File: src/rtl/definesPkg.sv
// Shared system-bus definitions: frame constants, type codes, receiver
// FSM states and the assembled frame word Tdata_sb.
package definesPkg;

  localparam logic [7:0] SB_START_CODE  = 8'hA5;
  localparam logic [7:0] SB_END_CODE    = 8'h5A;
  localparam int         SB_FRAME_BYTES = 13;

  typedef enum logic [7:0] {
    READ    = 8'd1,
    WRITE   = 8'd2,
    GRANT   = 8'd3,
    RETRY   = 8'd4,
    REQ_BUS = 8'd5
  } Tsb_type;

  typedef enum logic [2:0] {
    ST_IDLE,
    ST_TYPE,
    ST_SIZE,
    ST_DATA,
    ST_CHK,
    ST_END,
    ST_HOLD
  } Tsb_rx_state;

  typedef struct packed {
    logic [7:0] Type;
    logic [7:0] Size;
  } Theader_sb;

  // Field order matches wire order, so the packed word reads like the frame.
  typedef struct packed {
    logic [7:0]  Start;
    Theader_sb   Header;
    logic [63:0] Data;
    logic [7:0]  Error;
    logic [7:0]  End;
  } Tdata_sb;

endpackage

File: src/rtl/sb_xor_accum.sv
// Running 8-bit XOR of the frame payload; clear wins over enable.
module sb_xor_accum (
  input  logic       clk,
  input  logic       rst_n,
  input  logic       clr,
  input  logic       en,
  input  logic [7:0] din,
  output logic [7:0] acc
);

  // Accumulate payload bytes; restart at each new frame.
  always_ff @(posedge clk or negedge rst_n) begin
    // NOTE: sequential state uses non-blocking so every flop samples pre-edge values.
    if (!rst_n)   acc <= '0;
    else if (clr) acc <= '0;
    else if (en)  acc <= acc ^ din;
  end

endmodule

File: src/rtl/sb_packet_rx.sv
// Byte-serial system-bus receiver: hunts for the start code, assembles a
// 13-byte frame into Tdata_sb, checks checksum and end code, and holds good
// frames on a valid/ready output. Bad or stalled frames are dropped and flagged.
module sb_packet_rx
  import definesPkg::*;
#(
  parameter logic [7:0]  START_CODE = SB_START_CODE,
  parameter logic [7:0]  END_CODE   = SB_END_CODE,
  parameter int unsigned TIMEOUT    = 16
) (
  input  logic       clk,
  input  logic       rst_n,
  input  logic       rx_valid,
  input  logic [7:0] rx_byte,
  output logic       rx_ready,
  output logic       pkt_valid,
  output Tdata_sb    pkt,
  input  logic       pkt_ready,
  output logic       err_checksum,
  output logic       err_framing,
  output logic [7:0] drop_cnt
);

  localparam int unsigned   TW           = $clog2(TIMEOUT + 1);
  localparam logic [TW-1:0] TIMEOUT_LAST = TW'(TIMEOUT - 1);
  localparam int            DATA_BYTES   = SB_FRAME_BYTES - 5;
  localparam logic [2:0]    IDX_LAST     = 3'(DATA_BYTES - 1);

  Tsb_rx_state   state_q, state_d;
  logic [TW-1:0] idle_cnt;
  logic [2:0]    idx;
  logic [7:0]    acc;
  logic          xfer, frame_active, timeout_hit, ck_ok;
  logic          start_hit, drop_ck, drop_fr;

  assign rx_ready     = (state_q != ST_HOLD);
  assign pkt_valid    = (state_q == ST_HOLD);
  assign xfer         = rx_valid && rx_ready;
  assign frame_active = state_q inside {ST_TYPE, ST_SIZE, ST_DATA, ST_CHK, ST_END};
  assign start_hit    = (state_q == ST_IDLE) && xfer && (rx_byte == START_CODE);
  // This is the TIMEOUT-th consecutive cycle without a transfer.
  assign timeout_hit  = frame_active && !xfer && (idle_cnt == TIMEOUT_LAST);
  assign ck_ok        = (acc == pkt.Error);

  sb_xor_accum u_xor (
    .clk  (clk),
    .rst_n(rst_n),
    .clr  (start_hit),
    .en   (xfer && (state_q inside {ST_TYPE, ST_SIZE, ST_DATA})),
    .din  (rx_byte),
    .acc  (acc)
  );

  // State register.
  always_ff @(posedge clk or negedge rst_n) begin
    if (!rst_n) state_q <= ST_IDLE;
    else        state_q <= state_d;
  end

  // Next state and drop decisions; checksum failure outranks a bad end code.
  always_comb begin
    // NOTE: defaults first so every path assigns every signal (no latch).
    state_d = state_q;
    drop_ck = 1'b0;
    drop_fr = 1'b0;
    if (timeout_hit) begin
      state_d = ST_IDLE;
      drop_fr = 1'b1;
    end else begin
      case (state_q)
        ST_IDLE: if (start_hit) state_d = ST_TYPE;
        ST_TYPE: if (xfer) state_d = ST_SIZE;
        ST_SIZE: if (xfer) state_d = ST_DATA;
        ST_DATA: if (xfer && idx == IDX_LAST) state_d = ST_CHK;
        ST_CHK:  if (xfer) state_d = ST_END;
        ST_END: begin
          if (xfer) begin
            if (!ck_ok) begin
              state_d = ST_IDLE;
              drop_ck = 1'b1;
            end else if (rx_byte != END_CODE) begin
              state_d = ST_IDLE;
              drop_fr = 1'b1;
            end else begin
              state_d = ST_HOLD;
            end
          end
        end
        ST_HOLD: if (pkt_ready) state_d = ST_IDLE;
        default: state_d = ST_IDLE;
      endcase
    end
  end

  // Frame assembly, idle timer, error pulses and drop counter.
  always_ff @(posedge clk or negedge rst_n) begin
    // NOTE: pkt is a plain register bank, not a RAM, so it can take the async reset.
    if (!rst_n) begin
      pkt          <= '0;
      idx          <= '0;
      idle_cnt     <= '0;
      err_checksum <= 1'b0;
      err_framing  <= 1'b0;
      drop_cnt     <= '0;
    end else begin
      err_checksum <= drop_ck;
      err_framing  <= drop_fr;
      if ((drop_ck || drop_fr) && drop_cnt != 8'hFF) drop_cnt <= drop_cnt + 8'd1;

      if (frame_active && !xfer && !timeout_hit) idle_cnt <= idle_cnt + TW'(1);
      else                                       idle_cnt <= '0;

      // No transfers happen in HOLD, so pkt stays frozen there.
      if (xfer) begin
        case (state_q)
          ST_IDLE: if (start_hit) begin
            pkt.Start <= START_CODE;
            pkt.End   <= END_CODE;
            idx       <= '0;
          end
          ST_TYPE: pkt.Header.Type <= rx_byte;
          ST_SIZE: pkt.Header.Size <= rx_byte;
          ST_DATA: begin
            pkt.Data <= {pkt.Data[55:0], rx_byte};
            idx      <= idx + 3'd1;
          end
          ST_CHK:  pkt.Error <= rx_byte;
          default: ;
        endcase
      end
    end
  end

endmodule

File: config.mk
export PLATFORM = sky130hd
export DESIGN_NAME = sb_packet_rx
export DESIGN_NICKNAME = d
export VERILOG_FILES = /design/src/rtl/definesPkg.sv /design/src/rtl/sb_xor_accum.sv /design/src/rtl/sb_packet_rx.sv
export SDC_FILE = /design/constraint.sdc
export NUM_CORES = 1
export LEC_CHECK = 0
export ABC_AREA = 1
export BUFFER_PORTS_ARGS = -buffer_cell sky130_fd_sc_hd__buf_2
export CAP_MARGIN = 20
export CORE_ASPECT_RATIO = 0.75
export CORE_MARGIN = 3
export CORE_UTILIZATION = 40
export CTS_CLUSTER_SIZE = 16
export DETAILED_ROUTE_END_ITERATION = 16
export HOLD_SLACK_MARGIN = 0.12
export PLACE_DENSITY = 0.67
export SYNTH_ARGS = -nofsm -noshare
export SYNTH_HDL_FRONTEND = slang
export SYNTH_SLANG_ARGS = --single-unit
File: constraint.sdc
create_clock -name clk -period 1.45 [get_ports clk]
set_input_delay 0.0725 -clock clk [delete_from_list [all_inputs] [get_ports clk]]
set_output_delay 0.0725 -clock clk [all_outputs]
set_load 0.01 [all_outputs]
# ---- Word level (Yosys, flattened, before mapping)
# Cells that the tools add are included.
dict set report classes {
  add_sub_neg 3
  multipliers 0
  n_div 0
  n_lt_le_gt_ge 0
  eq_ne 21
  n_shift 0
  mux 25
  bitwise_logic 1
  reduce_logical 24
}
# operator n
set ops {}
lappend ops {{two-way mux 3 bit} 11}
lappend ops {{case mux 3 bit (7 select lines)} 1}
lappend ops {{inequality test 3 bit, second input constant} 6}
lappend ops {{two-way mux 8 bit} 2}
lappend ops {{equality test 3 bit, second input constant} 4}
lappend ops {{logical AND 1 bit} 9}
lappend ops {{two-way mux 1 bit} 9}
lappend ops {{adder 8 x 1 -> 8 bit, second input constant} 1}
lappend ops {{equality test 8 bit} 1}
lappend ops {{equality test 8 bit, second input constant} 1}
lappend ops {{inequality test 8 x 7 -> 1 bit, second input constant} 1}
lappend ops {{inequality test 8 bit, second input constant} 1}
lappend ops {{AND reduction 2 bit} 4}
lappend ops {{bitwise XOR 8 bit} 1}
lappend ops {{AND reduction 7 bit} 1}
lappend ops {{equality test 3 x 2 -> 1 bit, second input constant} 2}
lappend ops {{case mux 3 bit (2 select lines)} 1}
lappend ops {{AND reduction 3 bit} 2}
lappend ops {{adder 5 x 1 -> 5 bit, second input constant} 1}
lappend ops {{equality test 5 x 4 -> 1 bit, second input constant} 1}
lappend ops {{two-way mux 5 bit} 1}
lappend ops {{nonzero test 5 bit} 1}
lappend ops {{nonzero test 2 bit} 2}
lappend ops {{adder 3 x 1 -> 3 bit, second input constant} 1}
lappend ops {{other kinds (8)} 9}
dict set report word_totals {
  register_bits 118
  latch_bits 0
  ramBits 0
  rom_bits 0
  inputBits 12
  out_inout_bits 116
  elab_cells 86
  n_memories 0
}

# ---- Longest topological paths before layout
dict set report depth {
  ltp_word 8
  mapped_depth 11
  mapped_depth_nobuf 11
}

# ---- Hierarchy
# From an unflattened synthesis, not the netlist that was laid out.
dict set report hier_totals {
  hier_cells 492
  hier_area_um2 5197.5
}
# module n_inst cells_per_inst area_per_inst_um2 seq_area_each_um2
set by_module_without_submodules {}
lappend by_module_without_submodules {sb_packet_rx 1 449 4815.9 2752.6}
lappend by_module_without_submodules {sb_xor_accum 1 43 381.6 200.2}

# ---- Worst setup path after synthesis
# No wires, ideal clock.
dict set report synth_timing {
  path_kind {reg-to-reg}
  start {register idle_cnt[0]}
  end {register drop_cnt[2]}
  setup_ns 0.066
  arrival_time_ns 1.391
  t_required_ns 1.384
  setup_slack_ns -0.007
  stages_incl_launch_ff 10
  n_path_buf 0
  period_less_slack_ns 1.457
  path_cell_list {dfrtp_1 -> ha_1 -> nand2_1 -> nor2_1 -> ha_1 -> nand3_2 -> nand3_2 -> nand2_4 -> nand2_1 -> nand2_1}
}
dict set report synth_via {
  elab_chain_cells 5
  word_cells_on_any_way 6
  classes_between {eq/ne (1); mux (2); reduce/logical (3)}
}
# element line_no
set synth_rtl {}
lappend synth_rtl {{start: declaration} sb_packet_rx.sv:30} ;# logic [TW-1:0] idle_cnt;
lappend synth_rtl {{start signal: assignment} sb_packet_rx.sv:110} ;# if (frame_active && !xfer && !timeout_hit) idle_cnt <= idle_cnt + TW'(1);
lappend synth_rtl {{equality test 5 x 4 -> 1 bit (*)} sb_packet_rx.sv:42} ;# assign timeout_hit = frame_active && !xfer && (idle_cnt == TIMEOUT_LAST);
lappend synth_rtl {{logical AND 1 bit (*)} sb_packet_rx.sv:42}
lappend synth_rtl {{two-way mux 1 bit} sb_packet_rx.sv:66} ;# if (timeout_hit) begin
lappend synth_rtl {{logical OR 1 bit (*)} sb_packet_rx.sv:108} ;# if ((drop_ck || drop_fr) && drop_cnt != 8'hFF) drop_cnt <= drop_cnt + 8'd1;
lappend synth_rtl {{logical AND 1 bit (*)} sb_packet_rx.sv:108}
lappend synth_rtl {{end signal: assignment} sb_packet_rx.sv:108}
lappend synth_rtl {{end: declaration} sb_packet_rx.sv:21} ;# output logic [7:0] drop_cnt
# Every way passes the cells marked *; elsewhere a longest branch is shown, timed or not.
# A chain may end at the register's enable or synchronous reset.

# ---- Worst setup path after layout
dict set report layout_timing {
  start {register state_q[0]}
  end {register state_q[0]}
}
dict set report layout_via {
  elab_chain_cells 7
  word_cells_on_any_way 26
  classes_between {eq/ne (14); mux (2); reduce/logical (10)}
}
# element line_no
set layout_rtl {}
lappend layout_rtl {{start: declaration} sb_packet_rx.sv:29} ;# Tsb_rx_state state_q, state_d;
lappend layout_rtl {{start signal: assignment} sb_packet_rx.sv:57} ;# else state_q <= state_d;
lappend layout_rtl {{parallel branches: the longest is 7 deep, another holds AND reduction 7 bit} --}
# Several ways; the timed one is not identified.

==> reports/metrics.yaml <==
fin_ws_ns: -0.0672
grt_pass1_wl_um: 20600
io_buffers: 119
ir_drop_v: 0.00123
cts_buffer_depth: 2
crit_family: "simple AND/OR/NAND/NOR gates"
fp.dieH_um: 104
globalRoute.totalOverflow: 0
crit_slowest_cell: "dfrtp_2"
syn_inst: 472
antenna_left: 0
rsz0062_at_grt: "yes"
r2r_cells: 11
drv_slew: 0
core_um2: 12400
ys.flop_type: "dfrtp_1"
yosys.area.top_type: "dfrtp_1"
leakage_nw: 4.17
grt_use_total_pct: 18.3
dpl_cell_area_um2: 6110
period_share_pct: 105
holdWs_ns: 0.0835
endpoint: "state_q[0]$_DFFE_PN0P_"
wirelength_um: 13100
critPathBufInv: 2
clk_latency_ns: 0.40
cts_tree: "done"
vias: 4032
final_area_um2: 7530
reg2reg_slack_ns: -0.07
cp-start-kind: "register"
outcome: "complete, but fails checks"
layout_min_cycle_time_ns: 1.52
grt_max_degree: 50
crit_path_frequent_cell: "nand2_2"
netlist-cell-type-count: 31
powerDensity_nw_per_um2: 2060
async_flop_share_pct: 100
wire_per_inst_um: 15.4
startpoint: "state_q[0]$_DFFE_PN0P_"
cts_htree_levels: 4
cp.depth: 11
area_growth_pct: 47.5
path_max_fanout: 5
drt_first_pass_iters: 4
grt_pass1_vias: 3972
cts-root-buf: "clkbuf_16"
setup_viol: 41
viasPerCell: 4.75
layout.nets: 686
clkTransAtPathRegs_ns: 0.05
slowest_delay_ns: 0.46
dpl.hpwl_um: 8380
syn_area_per_cell_um2: 10.8
skew_ns: 0.00771
first_iter_violations: 122
hp-class: "in -> async"
worstPathArrival_ns: 1.85
cts_made_buffers: 17
antenna_cells: 0
final_hold_viol_count: 0
critPathRequiredTime_ns: 1.78
synth_top_area_share_pct: 57.9
final_layout_size_suffix_gt1_share_pct: 46.8
yosys_warnings: 0
cts_sinks: 118
ys_seq_area_share_pct: 57.9
power_w: 0.0155
drc: 0
row_count: 35
dieArea_um2: 14200
initial_utilization_pct: 41.2
synthTopCellsByArea: "dfrtp_1 (58%), mux2_2 (7.9%), nand2_1 (7.3%)"
gp_congestion: 0.886
violations: "setup timing"
maxCapViolCount: 0
synth_edf_count: 0
r2r_end: "state_q[0]$_DFFE_PN0P_"
synth_seq_cells: 118
syn_area_um2: 5100
crit_chain: "inv_2 > nand2_2 > nor2_4 > nand2_2 > inv_1 > nand2_2 > nand2_2 > nand2_2 > nor2_4 > nand2_1 > nand2_1"
antenna_found_initial: 0
crit_path_end_kind: "register"
die_x_um: 136
timing.rr.start: "state_q[0]$_DFFE_PN0P_"
fmax_ghz: 0.659
num_io_pins: 128
worstSetupPathType: "reg -> reg"
placed cells by master (no fill, tap or decap), types with 6 or more instances in the layout:
cell / count
nand3_1: 20
dfrtp_1: 116
xor2_1: 13
nand2_2: 12
conb_1: 8
o21ai_1: 6
clkinvlp_4: 6
nand2_1: 87
nor2_2: 6
buf_12: 7
mux2_4: 47
clkbuf_16: 23
nor2_1: 26
dlygate4sd3_1: 10
mux2_2: 7
inv_1: 29
buf_6: 8
xnor2_1: 6
buf_2: 118
o21ai_0: 28
buf_4: 46
layout make-up:
class / instances / area (um^2)
fill: 999 / 4870
inverter: 34 / 133
sequential: 118 / 2960
multi-input combinational: 302 / 2190
clock inverter: 15 / 180
timing repair buffer: 196 / 1430
clock buffer: 17 / 425
tap: 166 / 208
through the flow:
| stage | TNS (ns) | cells | util, % | setup slack [ns] |
|---|---|---|---|---|
| after floorplan | 0 | 479 | - | 0.00102 |
| after global placement | -1.07 | 774 | 49.3 | -0.170 |
| after detailed placement | -1.86 | 774 | 49.3 | -0.235 |
| after CTS | -0.324 | 831 | 56.6 | -0.0329 |
| after global routing | -5.22 | 848 | 60.7 | -0.153 |
| final | -0.893 | 848 | 60.7 | -0.0672 |
synth_stat cells (2+ instances only):
cell      instances
xor2_1           13
mux2_2           36
o21ai_0          35
nand3_1          22
buf_2             5
xnor2_1           7
a21oi_1           3
dfrtp_1         118
inv_1            30
nand4_1           3
nor2_1           34
nand2_2           3
ha_1              5
nand3_2           3
clkbuf_1          4
mux2_1            8
o21a_1            2
inv_2             4
nand2_1          99
nand3b_1          2
buf_4            15
mux2_4           10
buf_6             3
metal layers:
layer	wire [um]	global-route usage (%)	up-vias
li1	-	-	1922
met1	6030	25.2	2000
met2	6310	28.3	99
met3	596	4.42	11
met4	141	6.12	0
met5	0	0	-
sequential cells by signal (all words and copies together) (netlist names):
name          flops
drop_cnt          8
err_checksum      1
err_framing       1
idle_cnt          5
idx               3
pkt              89
state_q           3
u_xor.acc         8
worst min-delay path by stage:
stage              from                      end  slack [ns]  depth (start not counted)
2_1_floorplan     rst_n  drop_cnt[0]$_DFFE_PN0P_       -0.22                          0
3_3_place_gp      rst_n  drop_cnt[7]$_DFFE_PN0P_       -0.04                          1
3_5_place_dp      rst_n  drop_cnt[7]$_DFFE_PN0P_       -0.04                          1
4_1_cts        rx_valid   err_checksum$_DFF_PN0_        0.19                          5
5_1_grt           rst_n  drop_cnt[7]$_DFFE_PN0P_        0.10                          2
6_report          rst_n  drop_cnt[7]$_DFFE_PN0P_        0.08                          2
cells by family after synthesis:
family / synth area share [%]
buf+inv: 6.15
other cells: 0.0735
simple gates: 14.4
mux: 12.7
compound gates: 4.19
flops: 57.9
xor+xnor: 3.43
fa+ha+maj: 1.23
worst register-to-register path, delay by kind of cell, from the launching register on:
kind                   cells  cell delay [ns]
DFF                        1             0.46
buffers and inverters      2             0.15
and+or+nand+nor            9             0.84
where the power goes:
group | internal [W] | switching (W) | leakage, nW | total, W
Sequential | 0.00450 | 0.000999 | 1.55 | 0.00550
Clock | 0.00271 | 0.00156 | 0.278 | 0.00426
Combinational | 0.00298 | 0.00278 | 2.34 | 0.00577
repair_timing:
item	CTS	global route
gates resized for setup	24	74
hold endpoints to repair	151	0
buffers inserted	13	10
pin swaps	11	17
hold buffers	11	0
gates cloned	1	8
endpoints found under the setup margin	37	90
(Power assumes the default switching activity.)
